<file path="src/rtl/pe_grid_pkg.sv">
// Shared types and grid geometry for the PE grid pass sequencer.
package pe_grid_pkg;

   localparam int NUM_ROWS = 12;
   localparam int NUM_COLS = 14;
   localparam int DATA_W   = 16;
   localparam int PSUM_W   = 32;
   localparam int ROW_ID_W = 4;

   typedef logic [DATA_W-1:0] elem_t;
   typedef elem_t vec_t [NUM_COLS];

   typedef enum logic [2:0] {
      IDLE,
      LOAD_W,
      STREAM,
      DRAIN,
      DONE
   } ctrl_state_t;

endpackage

</file>
<file path="src/rtl/psum_valid_delay.sv">
// Fixed-depth 1-bit delay line that mirrors image beats onto psum_valid.
module psum_valid_delay #(
   parameter int DEPTH = 3
) (
   input  logic clk,
   input  logic clr_i,
   input  logic d_i,
   output logic q_o
);

   logic [DEPTH-1:0] sr_q;

   always_ff @(posedge clk) begin
      if (clr_i) begin
         sr_q <= '0;
      end else begin
         sr_q[0] <= d_i;
         for (int i = 1; i < DEPTH; i++) begin
            sr_q[i] <= sr_q[i-1];
         end
      end
   end

   assign q_o = sr_q[DEPTH-1];

endmodule

</file>
<file path="src/rtl/pe_grid_ctrl.sv">
// Pass sequencer: loads row weights, streams image vectors, then waits for
// the grid's psum latency before signalling done.
module pe_grid_ctrl
   import pe_grid_pkg::*;
#(
   parameter int PIX_W    = 16,
   parameter int PSUM_LAT = 3
) (
   input  logic                clk,
   input  logic                rst,
   input  logic                start,
   input  logic [PIX_W-1:0]    cfg_num_pix,
   output logic                busy,
   output logic                done,
   input  vec_t                w_vec,
   input  logic                w_valid,
   output logic                w_ready,
   input  vec_t                img_vec,
   input  logic [NUM_COLS-1:0] img_elem_valid,
   input  logic                img_valid,
   output logic                img_ready,
   output vec_t                row_weight_vals,
   output logic [ROW_ID_W-1:0] tag_row,
   output logic                valid_y,
   output vec_t                image_val_vec,
   output logic [NUM_COLS-1:0] valid_x_vec,
   output logic                psum_valid
);

   ctrl_state_t         state_q, state_d;
   logic [ROW_ID_W-1:0] row_cnt_q, row_cnt_d;
   logic [PIX_W-1:0]    pix_cnt_q, pix_cnt_d;
   logic [PIX_W-1:0]    num_pix_q, num_pix_d;
   logic [3:0]          drain_cnt_q, drain_cnt_d;
   logic                w_acc, img_acc;

   vec_t                row_weight_q, image_q;
   logic [ROW_ID_W-1:0] tag_row_q;
   logic                valid_y_q;
   logic [NUM_COLS-1:0] valid_x_q;
   logic                beat_q;

   assign w_ready   = (state_q == LOAD_W);
   assign img_ready = (state_q == STREAM);
   assign w_acc     = w_ready && w_valid;
   assign img_acc   = img_ready && img_valid;
   assign busy      = (state_q == LOAD_W) || (state_q == STREAM) || (state_q == DRAIN);
   assign done      = (state_q == DONE);

   always_comb begin
      state_d     = state_q;
      row_cnt_d   = row_cnt_q;
      pix_cnt_d   = pix_cnt_q;
      num_pix_d   = num_pix_q;
      drain_cnt_d = drain_cnt_q;
      case (state_q)
         IDLE: begin
            if (start) begin
               num_pix_d = cfg_num_pix;
               row_cnt_d = '0;
               state_d   = LOAD_W;
            end
         end
         LOAD_W: begin
            if (w_acc) begin
               row_cnt_d = row_cnt_q + 1'b1;
               if (row_cnt_q == ROW_ID_W'(NUM_ROWS - 1)) begin
                  pix_cnt_d = '0;
                  state_d   = (num_pix_q == '0) ? DONE : STREAM;
               end
            end
         end
         STREAM: begin
            if (img_acc) begin
               pix_cnt_d = pix_cnt_q + 1'b1;
               if (pix_cnt_q == num_pix_q - 1'b1) begin
                  drain_cnt_d = '0;
                  state_d     = DRAIN;
               end
            end
         end
         DRAIN: begin
            // Hold until the last beat has emerged from the delay line.
            drain_cnt_d = drain_cnt_q + 1'b1;
            if (drain_cnt_q == 4'(PSUM_LAT)) begin
               state_d = DONE;
            end
         end
         DONE: begin
            state_d = IDLE;
         end
         default: begin
            state_d = IDLE;
         end
      endcase
   end

   always_ff @(posedge clk) begin
      if (rst) begin
         state_q     <= IDLE;
         row_cnt_q   <= '0;
         pix_cnt_q   <= '0;
         num_pix_q   <= '0;
         drain_cnt_q <= '0;
      end else begin
         state_q     <= state_d;
         row_cnt_q   <= row_cnt_d;
         pix_cnt_q   <= pix_cnt_d;
         num_pix_q   <= num_pix_d;
         drain_cnt_q <= drain_cnt_d;
      end
   end

   // Grid inputs cannot stall, so strobes are driven for exactly one cycle per accepted beat.
   always_ff @(posedge clk) begin
      if (rst) begin
         row_weight_q <= '{default: '0};
         image_q      <= '{default: '0};
         tag_row_q    <= '0;
         valid_y_q    <= 1'b0;
         valid_x_q    <= '0;
         beat_q       <= 1'b0;
      end else begin
         valid_y_q <= w_acc;
         valid_x_q <= img_acc ? img_elem_valid : '0;
         beat_q    <= img_acc;
         if (w_acc) begin
            row_weight_q <= w_vec;
            tag_row_q    <= row_cnt_q;
         end
         if (img_acc) begin
            image_q <= img_vec;
         end
      end
   end

   assign row_weight_vals = row_weight_q;
   assign image_val_vec   = image_q;
   assign tag_row         = tag_row_q;
   assign valid_y         = valid_y_q;
   assign valid_x_vec     = valid_x_q;

   psum_valid_delay #(
      .DEPTH(PSUM_LAT)
   ) u_psum_delay (
      .clk  (clk),
      .clr_i(rst),
      .d_i  (beat_q),
      .q_o  (psum_valid)
   );

endmodule

</file>
<file path="config.mk">
export PLATFORM = sky130hd
export DESIGN_NAME = pe_grid_ctrl
export DESIGN_NICKNAME = d
export VERILOG_FILES = /design/src/rtl/pe_grid_pkg.sv /design/src/rtl/psum_valid_delay.sv /design/src/rtl/pe_grid_ctrl.sv
export SDC_FILE = /design/constraint.sdc
export NUM_CORES = 1
export LEC_CHECK = 0
export ABC_AREA = 1
export CAP_MARGIN = 40
export CORE_AREA = 2 2 367 369
export DETAILED_ROUTE_END_ITERATION = 7
export DIE_AREA = 0 0 369 371
export GPL_TIMING_DRIVEN = 0
export HOLD_SLACK_MARGIN = 0.03
export SLEW_MARGIN = 40
export SYNTH_ARGS = -nofsm -noshare
export SYNTH_HDL_FRONTEND = slang
export SYNTH_SLANG_ARGS = --single-unit
</file>
<file path="constraint.sdc">
create_clock -name clk -period 5.28 [get_ports clk]
set_clock_uncertainty 0.2 [all_clocks]
set_input_delay 1.584 -clock clk [delete_from_list [all_inputs] [get_ports clk]]
set_output_delay 1.584 -clock clk [all_outputs]
set_load 0.02 [all_outputs]
</file>
* Word-level counts from Yosys, hierarchy flattened
Cells that the tools add are included.
Storage, ports and cells: input port bits 483, output and inout port bits 472, flip-flop bits (word level) 514
Operators by class: add/subtract/negate cells 4, reductions and logical operators 15, equality and inequality tests 13, bitwise logic cells 1, multiplexer cells 18
Operators with widths (number):
- 2-to-1 mux 16 bit | 3
- one-hot mux 16 bit (2 select lines) | 1
- 2-to-1 mux 3 bit | 7
- adder 16 x 1 -> 16 bit (second input constant) | 1
- equality test 16 bit | 1
- logical NOT 16 bit | 1
- 2-to-1 mux 4 bit | 4
- one-hot mux 4 bit (2 select lines) | 2
- subtractor 16 x 1 -> 16 bit (second input constant) | 1
- one-hot mux 3 bit (4 select lines) | 1
- != test 2 x 1 -> 1 bit (second input constant) | 5
- adder 4 x 1 -> 4 bit (second input constant) | 2
- equality test 3 x 2 -> 1 bit (second input constant) | 2
- AND reduction 3 bit | 2
- AND reduction 6 bit | 1
- nonzero test 2 bit | 3
- equality test 4 x 2 -> 1 bit (second input constant) | 1
- equality test 4 bit (second input constant) | 1
- AND reduction 4 bit | 1
- equality test 3 x 1 -> 1 bit (second input constant) | 1
- equality test 3 bit (second input constant) | 1
- logical NOT 3 bit | 1
- logical AND 1 bit | 2
- logical OR 1 bit | 2
- other kinds (4) | 4

* Logic depth before layout (Yosys ltp)
Gate-level depths: netlist of run 1.
depth in word-level cells 5, depth in mapped cells 16, mapped depth without buffers 16

* Cells and area by module
A second synthesis of run 1 with hierarchy kept.
Unflattened totals: cell total of the unflattened synthesis 2408, area, all modules 18506.5 um^2
By module, submodules not included:
- pe_grid_ctrl | cells an instance 2399, seq. area each 10229.8 um^2, area each 18423.9 um^2, times used 1
- psum_valid_delay | cells an instance 9, seq. area each 60.1 um^2, area each 82.6 um^2, times used 1

* Worst setup path after synthesis of run 1
No wires, ideal clock.
path kind input to register, from input port w_valid, to register pix_cnt_q[14], data arrival time 2.598 ns, stages 11, buffers on the path 0, setup slack 2.362 ns, cells stage by stage nand4_1 nor2_4 inv_2 nand2_4 nand3_2 inv_2 nand3_1 nor2_1 inv_2 o21ai_0 a21oi_1
Between the ends: word-level cells in the longest chain between the ends 3
RTL lines:
- from (decl) | RTL line pe_grid_ctrl.sv:16 | input logic w_valid,
- logical AND 1 bit | RTL line pe_grid_ctrl.sv:45 | assign w_acc = w_ready && w_valid;
- != test 2 x 1 -> 1 bit (no line)
- AND reduction 4 bit (no line)
- to (signal assigned) | RTL line pe_grid_ctrl.sv:108 | pix_cnt_q <= pix_cnt_d;
- to (decl) | RTL line pe_grid_ctrl.sv:32 | logic [PIX_W-1:0] pix_cnt_q, pix_cnt_d;
Every way passes these cells. A chain may end at the register's enable or synchronous reset.

* Worst setup path in the final report of run 1
from register state_q[2], to output port img_ready
Between the ends: word-level cells in the longest chain between the ends 1
RTL lines:
- from (decl) | RTL line pe_grid_ctrl.sv:30 | ctrl_state_t state_q, state_d;
- from (signal assigned) | RTL line pe_grid_ctrl.sv:106 | state_q <= state_d;
- equality test 3 x 2 -> 1 bit | RTL line pe_grid_ctrl.sv:44 | assign img_ready = (state_q == STREAM);
- to (decl) | RTL line pe_grid_ctrl.sv:21 | output logic img_ready,
Every way passes these cells.

==> results of run 1 <==
-- worst max-delay path, stage by stage, from the launching register on --
cell and delay [ns]:
dfxtp_1 0.35, nor2_2 0.15, inv_2 0.08, nor2_8 0.20
clkdlybuf4s50_1 0.69
-- layout by cell type, fill, tap and decap left out, drive strengths merged, types with 13 or more instances in the layout --
cell           count
o21ai            250
nand2            543
nand3             22
clkinv            14
buf               59
nor2             511
diode             13
inv               78
a21oi            267
clkdlybuf4s50    953
dfxtp            514
clkbuf           187
-- state kept, by name (all words and copies together) (netlist names) --
signal             cells
tag_row                4
beat_q                 1
valid_y                1
valid_x_vec           14
state_q                3
image_val_vec        224
row_weight_vals      224
u_psum_delay.sr_q      3
drain_cnt_q            4
pix_cnt_q             16
row_cnt_q              4
num_pix_q             16
-- per-stage QoR --
step	hold WS, ns	worst slack (ns)	utilization [%]	cell area [µm²]
final	0.205	1.39	24.4	32400
after detailed placement	0.198	0.924	22.7	30200
after global routing	0.239	1.30	24.4	32400
after global placement	0.198	0.291	22.7	30200
after CTS	0.207	1.31	24.4	32400
after floorplan	0.188	2.36	-	18400
-- per-layer routing --
metal	vias to the layer above	global-route usage, %	wire length (µm)
li1	9732	-	-
met1	9276	16.4	39400
met4	24	6.30	3590
met3	177	7.13	13200
met2	903	22.7	47500
met5	-	0	156
-- worst max-delay path by stage --
| stage | startpoint | end | cells past startpoint |
|---|---|---|---|
| 2_1_floorplan | w_valid | pix_cnt_q[14] | 11 |
| 3_3_place_gp | rst | row_weight_vals[53] | 6 |
| 3_5_place_dp | w_valid | row_weight_vals[53] | 7 |
| 4_1_cts | state_q[2] | img_ready | 4 |
| 5_1_grt | state_q[0] | w_ready | 5 |
| 6_report | state_q[2] | img_ready | 4 |
-- cell type report --
| type | instances | share of cell area [%] |
|---|---|---|
| plain buffers | 158 | 2.06 |
| clock inverters | 25 | 1.11 |
| well taps | 1768 | 6.82 |
| repair buffers | 953 | 29.4 |
| inverters | 75 | 0.868 |
| multi-input cells | 1653 | 22.2 |
| diodes | 13 | 0.100 |
| clock buffers | 88 | 5.64 |
| flip-flops and latches | 514 | 31.7 |
-- cells by family after synthesis --
group                      count (synthesis)
adders and majority gates                  5
DFF                                      514
buffers and inverters                    233
xor gates and xnor gates                  20
and+or+nand+nor                         1103
AOI/OAI and AO/OA                        525
-- where the power goes --
| group | total [mW] | internal, mW | switching (mW) |
|---|---|---|---|
| combinational | 1.75 | 0.807 | 0.945 |
| sequential | 4.19 | 4.08 | 0.118 |
| clock | 4.66 | 2.79 | 1.87 |
| total | 10.6 | 7.67 | 2.93 |
==> flow_summary.json, run 1 <==
{
  "multiInputGateArea_mm2": 0.00721,
  "final_cell_count_no_fill": 5247,
  "gr-usage-all-layers_pct": 14.4,
  "drv_cap": 0,
  "fin_total_pwr_mw": 10.6,
  "cts_resized": 0,
  "synth-simple-area-share_pct": 23.4,
  "ys.flop_type": "dfxtp_1",
  "coreArea_mm2": 0.133,
  "synth_edf_count": 0,
  "num_io_pins": 955,
  "slew_headroom_pct": 41.9,
  "hold_violations": 0,
  "synth_mux_area_share_pct": 0,
  "dp_hpwl_mm": 85.6,
  "critPathArrivalTime_ns": 2.10,
  "period_needed_ns": 3.89,
  "die_w_um": 369,
  "cts_root_buffer": "clkbuf_16",
  "synth_area_per_cell_um2": 7.68,
  "fmax_mhz": 257,
  "numCtsBuffers": 66,
  "dieHeight_um": 371,
  "cts_setup_buffers": 0,
  "fin_nets": 3909,
  "setup_viol": 0,
  "synth-seq-cells": 514,
  "dieArea_mm2": 0.137,
  "p_per_area_mw_per_mm2": 327,
  "min_period_over_period_pct": 73.6,
  "htreeDepth": 3,
  "ir_drop_mv": 0.239,
  "yosysWarnings": 0,
  "clk_path_buf_depth": 3,
  "r2r-end": "row_weight_vals[53]",
  "place_inst": 5121,
  "yosysMostFrequentCell": "nand2_1",
  "reg2regPathDepth": 9,
  "clk_pin_slew_ns": 0.06,
  "overflow": 0,
  "yosys.area_share.xor_xnor_pct": 0.950,
  "drt_drc_violations_left": 0,
  "avgRoutedWirePerCell_um": 19.8,
  "areaGrowthSynthToFinish_pct": 75.9,
  "hold_path_end": "u_psum_delay.sr_q[1]",
  "synth-compound-area-share_pct": 14.4,
  "cts_tree": "done",
  "drive_above_1_share_pct": 5.31,
  "gp_congestion": 0.887,
  "critPathLaunchType": "flop",
  "ff_latch_area_mm2": 0.0103,
  "rrSetupSlack_ns": 2.40,
  "totalWireLength_mm": 104,
  "synth_top_cell_area_share_pct": 55.8,
  "synthCells": 2400,
  "start_util_pct": 13.9,
  "rows": 134,
  "fill_cells": 14632,
  "leakagePower_nw": 11.3,
  "vias": 20112,
  "syn_area_mm2": 0.0184,
  "critPathCaptureType": "output port",
  "worstSkewPairLatency_ns": 0.63,
  "drt_iter0_drc": 1249,
  "viasPerCell": 3.83,
  "critical_path_class": "flop to output port",
  "finalMaxSlewViolations": 0,
  "grt_pass1_vias": 19299,
  "worstHoldPathCells": 2,
  "cts_hold_buf": 0,
  "synth_common_cells": "nand2_1, dfxtp_1, nor2_1",
  "async_flop_share_pct": 0,
  "r2r-start": "state_q[1]",
  "synth_fp_nets": 2888,
  "synth_seq_area_share_pct": 55.8,
  "finalSetupTns_ns": 0,
  "min_from": "u_psum_delay.sr_q[0]",
  "worst_pin_slew_ns": 0.871,
  "synth_top_area_cell": "dfxtp_1",
  "portBuffers": 953,
  "required_ns": 3.50,
  "synthTopCellsByArea": "dfxtp_1, nand2_1, nor2_1",
  "drtAntennaViolNets": 0,
  "yosysUniqueCellTypes": 41,
  "drt_pre_antenna_iters": 5,
  "min_path_type": "flop to flop",
  "status": "finished clean",
  "rsz0062_at_grt": "false",
  "grt_pass1_wl_mm": 140,
  "synth_top_family_by_area": "simple AND/OR/NAND/NOR gates",
  "cts_sinks": 514,
  "antenna_found_initial": 38,
  "cp_max_fo": 8,
  "grt_max_degree": 13,
  "synth_fa_ha_area_share_pct": 0.339
}
Power figures use the tool's default switching activity.
==> run 2, diff against run 1 <==
==> constraint.sdc (replaced) <==
create_clock -name clk -period 3.5 [get_ports clk]
set_clock_uncertainty 0.2 [all_clocks]
set_input_delay 1.05 -clock clk [delete_from_list [all_inputs] [get_ports clk]]
set_output_delay 1.05 -clock clk [all_outputs]
set_load 0.02 [all_outputs]
==> results of run 2 <==
Same layout as run 1 (identical final DEF). Status: finished clean.
Among the figures that moved: setup slack after placement 0.924 ns -> -0.322 ns; setup slack after layout 1.39 ns -> 0.148 ns; register-to-register setup slack 2.40 ns -> 0.62 ns; total power 10.6 mW -> 16.0 mW; worst IR drop on VDD 0.239 mV -> 0.361 mV
